==> config.mk <==
export PLATFORM = sky130hd
export DESIGN_NAME = pipelined_cla_adder
export DESIGN_NICKNAME = d
export VERILOG_FILES = /design/src/rtl/pcla_pkg.sv /design/src/rtl/cla_group.sv /design/src/rtl/pipelined_cla_adder.sv
export SDC_FILE = /design/constraint.sdc
export NUM_CORES = 1
export LEC_CHECK = 0
export ABC_AREA = 1
export BUFFER_PORTS_ARGS = -buffer_cell sky130_fd_sc_hd__buf_2
export CAP_MARGIN = 20
export CORE_ASPECT_RATIO = 1.1
export CORE_MARGIN = 2
export CORE_UTILIZATION = 52
export CTS_BUF_LIST = sky130_fd_sc_hd__clkbuf_8
export CTS_CLUSTER_DIAMETER = 80
export DETAILED_ROUTE_END_ITERATION = 10
export PLACE_DENSITY = 0.84
export SKIP_CTS_REPAIR_TIMING = 1
export SLEW_MARGIN = 25
export SYNTH_ARGS = -nofsm -noshare
export SYNTH_HDL_FRONTEND = slang
export SYNTH_SLANG_ARGS = --single-unit
export TNS_END_PERCENT = 1
==> constraint.sdc <==
create_clock -name CLK -period 3.74 [get_ports CLK]
set_input_delay 0.935 -clock CLK [delete_from_list [all_inputs] [get_ports CLK]]
set_output_delay 0.935 -clock CLK [all_outputs]
set_load 0.005 [all_outputs]
==> src/rtl/pcla_pkg.sv <==
// Shared helpers for the pipelined two-level CLA adder: group count,
// parameter legality check and the stage-1 control bundle.
package pcla_pkg;

    function automatic int ngroups(input int width, input int group);
        return width / group;
    endfunction

    // Legal when GROUP is 2..8 and WIDTH is a whole number of groups.
    function automatic bit width_legal(input int width, input int group);
        return (group >= 2) && (group <= 8) && (width >= group) && (width % group == 0);
    endfunction

    typedef struct packed {
        logic valid;
        logic c0;
    } stage_ctrl_t;

endpackage

==> src/rtl/cla_group.sv <==
// One first-level CLA group: look-ahead bit carries plus group generate and
// propagate. Purely combinational.
module cla_group #(
    parameter int GROUP = 4
) (
    input  logic [GROUP-1:0] G,
    input  logic [GROUP-1:0] P,
    input  logic             cin,
    output logic [GROUP:1]   c,
    output logic             GG,
    output logic             PP
);

    // Each carry is a flat sum of products over the lower bits, not a chain.
    always_comb begin
        logic term;
        term = 1'b0;
        c    = '0;
        for (int i = 1; i <= GROUP; i++) begin
            term = cin;
            for (int m = 0; m < i; m++) term = term & P[m];
            c[i] = term;
            for (int j = 0; j < i; j++) begin
                term = G[j];
                for (int m = j + 1; m < i; m++) term = term & P[m];
                c[i] = c[i] | term;
            end
        end
        GG = 1'b0;
        for (int j = 0; j < GROUP; j++) begin
            term = G[j];
            for (int m = j + 1; m < GROUP; m++) term = term & P[m];
            GG = GG | term;
        end
        PP = &P;
    end

endmodule

==> src/rtl/pipelined_cla_adder.sv <==
// Two-stage pipelined two-level CLA adder/subtractor with valid/ready flow control.
// Optional OVF output (signed overflow) enabled by defining PCLA_SIGNED_OVF_EN.
module pipelined_cla_adder
    import pcla_pkg::*;
#(
    parameter int WIDTH = 32,
    parameter int GROUP = 4
) (
    input  logic             CLK,
    input  logic             RST,
    input  logic             IN_VALID,
    output logic             IN_READY,
    input  logic [WIDTH-1:0] X,
    input  logic [WIDTH-1:0] Y,
    input  logic             CIN,
    input  logic             SUB,
    output logic             OUT_VALID,
    input  logic             OUT_READY,
    output logic [WIDTH:0]   S
`ifdef PCLA_SIGNED_OVF_EN
    ,
    output logic             OVF
`endif
);

    localparam int NG       = ngroups(WIDTH, GROUP);
    localparam bit WIDTH_OK = width_legal(WIDTH, GROUP);

    if (!WIDTH_OK) begin : g_bad_width
        $error("pipelined_cla_adder: WIDTH must be a multiple of GROUP and GROUP in 2..8");
    end

    typedef struct packed {
        logic [WIDTH-1:0] g;
        logic [WIDTH-1:0] p;
        logic [NG-1:0]    gg;
        logic [NG-1:0]    pp;
        stage_ctrl_t      ctrl;
    } s1_t;

    s1_t            s1_q, s1_d;
    logic [WIDTH:0] s_q, s_d;
    logic           out_valid_q, out_valid_d;
    logic           s2_can_load;

    // Stage 1: effective operand and per-bit / per-group generate-propagate.
    logic [WIDTH-1:0]          y_eff, g1, p1;
    logic                      c0_in;
    logic [NG-1:0]             gg1, pp1;
    logic [NG-1:0][GROUP:1]    unused_s1_c;

    assign y_eff = SUB ? ~Y : Y;
    assign c0_in = SUB | CIN;
    assign g1    = X & y_eff;
    assign p1    = X ^ y_eff;

    for (genvar k = 0; k < NG; k++) begin : g_s1
        cla_group #(.GROUP(GROUP)) u_grp (
            .G   (g1[k*GROUP +: GROUP]),
            .P   (p1[k*GROUP +: GROUP]),
            .cin (1'b0),
            .c   (unused_s1_c[k]),
            .GG  (gg1[k]),
            .PP  (pp1[k])
        );
    end

    // Stage 2: second-level look-ahead over group carries.
    logic [NG-1:0] cg;

    always_comb begin
        logic term;
        term = 1'b0;
        cg   = '0;
        for (int k = 0; k < NG; k++) begin
            term = s1_q.ctrl.c0;
            for (int m = 0; m < k; m++) term = term & s1_q.pp[m];
            cg[k] = term;
            for (int j = 0; j < k; j++) begin
                term = s1_q.gg[j];
                for (int m = j + 1; m < k; m++) term = term & s1_q.pp[m];
                cg[k] = cg[k] | term;
            end
        end
    end

    // c2[i] is the carry into bit i; c2[WIDTH] is the carry out.
    logic [WIDTH:1]  c2;
    logic [NG-1:0]   unused_s2_gg, unused_s2_pp;
    logic [WIDTH:0]  sum2;

    for (genvar k = 0; k < NG; k++) begin : g_s2
        cla_group #(.GROUP(GROUP)) u_grp (
            .G   (s1_q.g[k*GROUP +: GROUP]),
            .P   (s1_q.p[k*GROUP +: GROUP]),
            .cin (cg[k]),
            .c   (c2[k*GROUP+1 +: GROUP]),
            .GG  (unused_s2_gg[k]),
            .PP  (unused_s2_pp[k])
        );
    end

    assign sum2 = {c2[WIDTH], s1_q.p ^ {c2[WIDTH-1:1], s1_q.ctrl.c0}};

    // Flow control: both stages advance whenever the output register can load.
    assign s2_can_load = !out_valid_q | OUT_READY;
    assign IN_READY    = !s1_q.ctrl.valid | s2_can_load;

`ifdef PCLA_SIGNED_OVF_EN
    logic ovf_q, ovf_d;
    assign OVF = ovf_q;
`endif

    always_comb begin
        s1_d        = s1_q;
        s_d         = s_q;
        out_valid_d = out_valid_q;
`ifdef PCLA_SIGNED_OVF_EN
        ovf_d       = ovf_q;
`endif
        if (IN_READY) begin
            s1_d.ctrl.valid = IN_VALID;
            if (IN_VALID) begin
                s1_d.g       = g1;
                s1_d.p       = p1;
                s1_d.gg      = gg1;
                s1_d.pp      = pp1;
                s1_d.ctrl.c0 = c0_in;
            end
        end
        if (s2_can_load) begin
            out_valid_d = s1_q.ctrl.valid;
            if (s1_q.ctrl.valid) begin
                s_d = sum2;
`ifdef PCLA_SIGNED_OVF_EN
                ovf_d = c2[WIDTH] ^ c2[WIDTH-1];
`endif
            end
        end
    end

    always_ff @(posedge CLK or posedge RST) begin
        if (RST) begin
            s1_q        <= '0;
            s_q         <= '0;
            out_valid_q <= 1'b0;
`ifdef PCLA_SIGNED_OVF_EN
            ovf_q       <= 1'b0;
`endif
        end else begin
            s1_q        <= s1_d;
            s_q         <= s_d;
            out_valid_q <= out_valid_d;
`ifdef PCLA_SIGNED_OVF_EN
            ovf_q       <= ovf_d;
`endif
        end
    end

    assign OUT_VALID = out_valid_q;
    assign S         = s_q;

endmodule

# ---- Yosys cells after proc, flatten, opt, wreduce, memory -nomap -nowiden
# Cells that the tools add are included.
# Widths: inputs -> output; s select.
dict set report op_classes {
  mux 1
  n_reduce_logical 11
  bitwise 286
}
# operator count
set op_table {}
lappend op_table {{$and 1x1->1} 150}
lappend op_table {{$or 1x1->1} 132}
lappend op_table {{$xor 32x32->32} 2}
lappend op_table {{$and 32x32->32} 1}
lappend op_table {{$mux 32} 1}
lappend op_table {{$not 32->32} 1}
lappend op_table {{$reduce_and 4->1} 7}
lappend op_table {{$reduce_and 2->1} 2}
lappend op_table {{$logic_not 1->1} 2}
dict set report totals {
  reg_bits 114
  input_bits 70
}

# ---- Depth between registers and ports, before layout
dict set report logic_depth {
  depth_word 22
  mapped_depth 15
  ltp_nobuf 15
}

# ---- Hierarchy
# A second synthesis with hierarchy kept.
dict set report unflattened {
  hier_cells 825
  hier_area_um2 6731.5
}
# module instances area_per_inst_um2 cells_per_inst seq_area_each_um2
set by_module_without_submodules {}
lappend by_module_without_submodules {pipelined_cla_adder 1 5436.5 585 2852.7}
lappend by_module_without_submodules {cla_group 15 86.3 16 0.0}

# ---- Worst setup path before layout
# Ideal clock, no wire load.
dict set report synth_path {
  kind {input port to flip-flop}
  start {input port SUB}
  end {register s1_q[11] (netlist bit)}
  setup_ns 0.138
  t_required_ns 3.602
  path_stages 8
  arrival_ns 2.144
  slack_ns 1.458
  cell_sequence {clkbuf_1 -> buf_2 -> xor2_1 -> ha_1 -> nand2_1 -> nand2_1 -> a21oi_1 -> o221ai_1}
}
dict set report synth_via {
  elab_chain_cells 8
  word_cells_on_any_way 12
}
# item line_no
set synth_rtl {}
lappend synth_rtl {{start: declaration} pipelined_cla_adder.sv:16} ;# input logic SUB,
lappend synth_rtl {{$mux 32} pipelined_cla_adder.sv:52} ;# assign y_eff = SUB ? ~Y : Y;
lappend synth_rtl {{$xor 32x32->32} pipelined_cla_adder.sv:55} ;# assign p1 = X ^ y_eff;
lappend synth_rtl {{net g_s1[1].u_grp.P[1]} cla_group.sv:7} ;# input logic [GROUP-1:0] P,
lappend synth_rtl {{$and 1x1->1 (3 in a row)} n/a}
lappend synth_rtl {{$or 1x1->1 (3 in a row)} n/a}
lappend synth_rtl {{end signal: assignment} pipelined_cla_adder.sv:144} ;# s1_q <= '0;
lappend synth_rtl {{end signal: assignment} pipelined_cla_adder.sv:151} ;# s1_q <= s1_d;
lappend synth_rtl {{end: declaration} pipelined_cla_adder.sv:41} ;# s1_t s1_q, s1_d;
# The timed path passes the listed nets, and every way through them passes these cells.
# A chain may end at the register's enable or synchronous reset.

# ---- Worst setup path after layout
dict set report layout_path {
  start {input port OUT_READY}
  end {output port IN_READY}
}
dict set report layout_via {
  elab_chain_cells 2
}
# item line_no
set layout_rtl {}
lappend layout_rtl {{start: declaration} pipelined_cla_adder.sv:18} ;# input logic OUT_READY,
lappend layout_rtl {{$or 1x1->1} pipelined_cla_adder.sv:106} ;# assign s2_can_load = !out_valid_q | OUT_READY;
lappend layout_rtl {{$or 1x1->1} pipelined_cla_adder.sv:107} ;# assign IN_READY = !s1_q.ctrl.valid | s2_can_load;
lappend layout_rtl {{end: declaration} pipelined_cla_adder.sv:12} ;# output logic IN_READY,
# No other way between the ends.

==> summary.md <==
| Metric | Value |
|---|---|
| Post-route cell area | `6900 µm²` |
| FMAX | `431 MHz` |
| Critical path peak fanout | `3` |
| Top delay family on crit path | `buffers and inverters` |
| Count of unresolved DRC violations after routing | `0` |
| Fraction of power consumed by the clock network | `31.3%` |
| Clock insertion delay at the later pin of the skew report | `approximately 430 ps` |
| Cell depth of the worst hold path | `2` |
| Synth Register Bits | `114` |
| CTS buffer count | `17` |
| Aggregate global routing overflow | `0` |
| Placed inst area | `6460 µm²` |
| Total Neg Setup Slack | `0 ps` |
| Boundary pin count | `105` |
| Portion of total power attributed to sequential cells | `between 40% and 50%` |
| Worst Tran Pin Value | `941 ps` |
| Unrepaired setup endpoints after global routing | `false` |
| Largest stage delay on the critical path | `around 170 ps` |
| Root buf cell | `sky130_fd_sc_hd__clkbuf_8` |
| Antenna-violating nets left | `0` |
| Worst vdd ir | `~260 µV` |
| Post-route minimum period | `2320 ps` |
| Commonest non-fill, non-tap cells in the layout | `sky130_fd_sc_hd__nand2_1 (224), sky130_fd_sc_hd__dfrtp_1 (114), sky130_fd_sc_hd__buf_2 (104)` |
| Vias after detailed routing | `4691` |
| Average footprint of a synthesized cell | `8.51 µm²` |
| FFs w/ async S/R, synth | `100%` |
| Number of slew-limit violations in the final report | `0` |
| Syn Inst Count | `682` |
| TritonCTS clock tree | `yes` |
| RD Place Congestion | `0.835` |
| Initial antenna violation count | `0` |
| Flop-to-flop setup slack | `1910 ps` |
| Clock slew seen by the registers of the worst setup and hold paths | `60 ps` |
| Fraction of the yosys area taken by sequential cells | `49.2%` |
| Combinational group share of total power | `between 20% and 30%` |
| Pwr dens | `578 nW/µm²` |
| Net switching power | `1250 µW` |
| Top-area cell type share of the netlist area | `49.2%` |
| Cell type with the highest aggregate area in the netlist | `sky130_fd_sc_hd__dfrtp_1` |
| Routed wire per std cell | `between 10 and 15 µm` |
| Most common flop cell mapped by yosys | `sky130_fd_sc_hd__dfrtp_1` |
| Switching part of the total | `around 31%` |
| Critical Path Source Type | `primary input` |
| Total number of yosys warnings | `0` |
| Arrival time of data at the critical path endpoint | `1380 ps` |
| Number of enable flip-flop cells after synthesis | `0` |
| Total routed wirelength | `roughly 12000 µm` |
| Multi-input gate area | `2560 µm²` |
| Leading cell type in the layout, fill and taps excluded | `sky130_fd_sc_hd__nand2_1` |
| Reg-to-reg critical path startpoint | `OUT_VALID` |
| Crit path required time | `2800 ps` |
| Buffers & Inverters on Critical Path | `3` |
| Startpoint of the most critical hold path | `S[19]` |
| Leading cell types by total area after synthesis | `sky130_fd_sc_hd__dfrtp_1 (49%), sky130_fd_sc_hd__nand2_1 (15%), sky130_fd_sc_hd__ha_1 (7.1%), sky130_fd_sc_hd__xor2_1 (5.1%), sky130_fd_sc_hd__o21ai_0 (4.6%)` |
| Count of cells along the worst register-to-register path | `6` |
| Number of nets in the layout | `887` |
| Final number of setup-violating endpoints | `0` |
| Non-filler instance count after layout | `942` |
| Final HPWL from detailed placement | `approximately 8400 µm` |
| Via count of the first global-routing pass | `between 4000 and 5000` |
| Total of max-cap violations | `0` |
| Die Wd | `105 µm` |
| Die Area | `12000 µm²` |
| Area overhead of the layout relative to synthesis | `18.8%` |
| Flip-flop and latch area | `2850 µm²` |
| Vertical extent of the die | `115 µm` |
| Number of diodes added for antenna fixing | `0` |
| HP Class | `flop to flop` |
| Number of hold-slack violations in the final timing report | `0` |
| Count of filler cells inserted in the layout | `987` |
| Terminus of the critical flop-to-flop path | `s1_q[7]` |
| Total internal power | `approximately 2700 µW` |
| Static leakage | `0.00370 µW` |
| Clock tree sinks | `114` |
| First-pass GRT wire length | `21200 µm` |
| Status | `completed` |
| Area of the core | `10900 µm²` |
| Share of the cycle needed by the critical path after routing | `62.0%` |
| Cell chain of the critical path | `buf_2, inv_1, nand3_1, buf_2` |
| First-pass iteration count of the detailed router | `5` |
| Post-synthesis instance area | `5800 µm²` |
| Worst clock skew | `11.7 ps` |
| Aggregate global-route resource usage | `22.4%` |
| Critical Path End Type | `output pin` |
| Dpl cells | `912` |
| Clk buf depth | `2` |
| Slowest cell on the critical path | `sky130_fd_sc_hd__buf_2` |
| Pin count of the biggest net entering global routing | `115` |
| Fraction of final layout cells with drive strength greater than 1 | `between 20% and 30%` |
| Number of DRC markers after the initial detailed-route iteration | `between 200 and 250` |
| Worst-case hold path end point | `S[19]` |
| Starting utilization of the core area | `53.2%` |
| Crit. path cell count | `4` |
| Most frequent CP cell | `sky130_fd_sc_hd__buf_2` |
| Standard-cell row count | `40` |
| H-tree depth | `4` |
| Port buffer count | `roughly 100` |
| Avg Vias per Cell | `4.98` |
| Distinct cells, synth | `31` |
| Slew headroom | `a little under two fifths` |
| Category of the critical setup timing path | `primary input to output pin` |
| Net count after synthesis | `785` |
power groups by stage:
stage | clock (µW) | combinational (µW) | sequential (µW)
floorplan | 0 | 657 | 1730
global placement | 0 | 1000 | 1720
detailed placement | 0 | 1030 | 1740
CTS | 1280 | 1040 | 1720
global route | 1340 | 1180 | 1760
finish | 1250 | 1020 | 1710
state kept, by name, indices dropped and copies added (netlist names):
signal,cells
cg,1
s1_q,79
OUT_VALID,1
S,33
layout make-up:
type	count	area share [%]
clock buffers	20	3.99
repair buffers	109	8.46
multi-input cells	469	37.2
inverters	73	4.03
well taps	147	2.67
flip-flops and latches	114	41.4
clock inverters	10	2.29
worst min-delay path, cell delays in order (launching register included):
cell                      delay [ps]
sky130_fd_sc_hd__dfrtp_1         340
sky130_fd_sc_hd__nand2_1          50
sky130_fd_sc_hd__nand2_1          50
cells in the mapped netlist, drive strengths merged, types with 7 or more instances:
master  instances
clkbuf         10
xnor2           7
o21ai          71
inv            72
nand3          29
ha             33
xor2           34
nor2           16
buf            16
a21oi          13
nand2         241
dfrtp         114
worst max path at each step:
stage	endpoint	slack, ps	from
after floorplan	OUT_VALID	1420	RST
after global placement	s1_q[14]	1100	SUB
after detailed placement	s1_q[8]	1000	SUB
after CTS	IN_READY	1420	OUT_READY
after global routing	s1_q[14]	1320	SUB
final	IN_READY	1420	OUT_READY
metrics by stage:
| stage | worst slack (ps) | hold slack [ps] | utilization, % | total power [µW] |
|---|---|---|---|---|
| final | 1420 | 476 | 63.2 | 3990 |
| after global routing | 1320 | 500 | 63.2 | 4280 |
| after CTS | 1420 | 478 | 63.2 | 4030 |
| after detailed placement | 996 | 460 | 59.2 | 2770 |
| after global placement | 1100 | 458 | 59.2 | 2730 |
| after floorplan | 1420 | 439 | - | 2380 |
cell families (layout without fill, tap and decap cells):
| family | after synthesis | in the layout | share of synthesized area, % |
|---|---|---|---|
| simple gates | 294 | 294 | 21.1 |
| flops | 114 | 114 | 49.2 |
| compound gates | 101 | 101 | 9.72 |
| buf+inv | 99 | 212 | 6.73 |
| xor+xnor | 41 | 41 | 6.19 |
| fa+ha+maj | 33 | 33 | 7.12 |
routing by layer:
layer	track usage [%]	up-vias	share of wire [%]	wire length, µm
met4	7.73	0	1.4	173
met5	0	-	0	0
li1	-	2376	-	-
met1	30.9	2151	47	5750
met2	34.9	148	46	5700
met3	5.39	16	5.9	728
(Power assumes the default switching activity.)
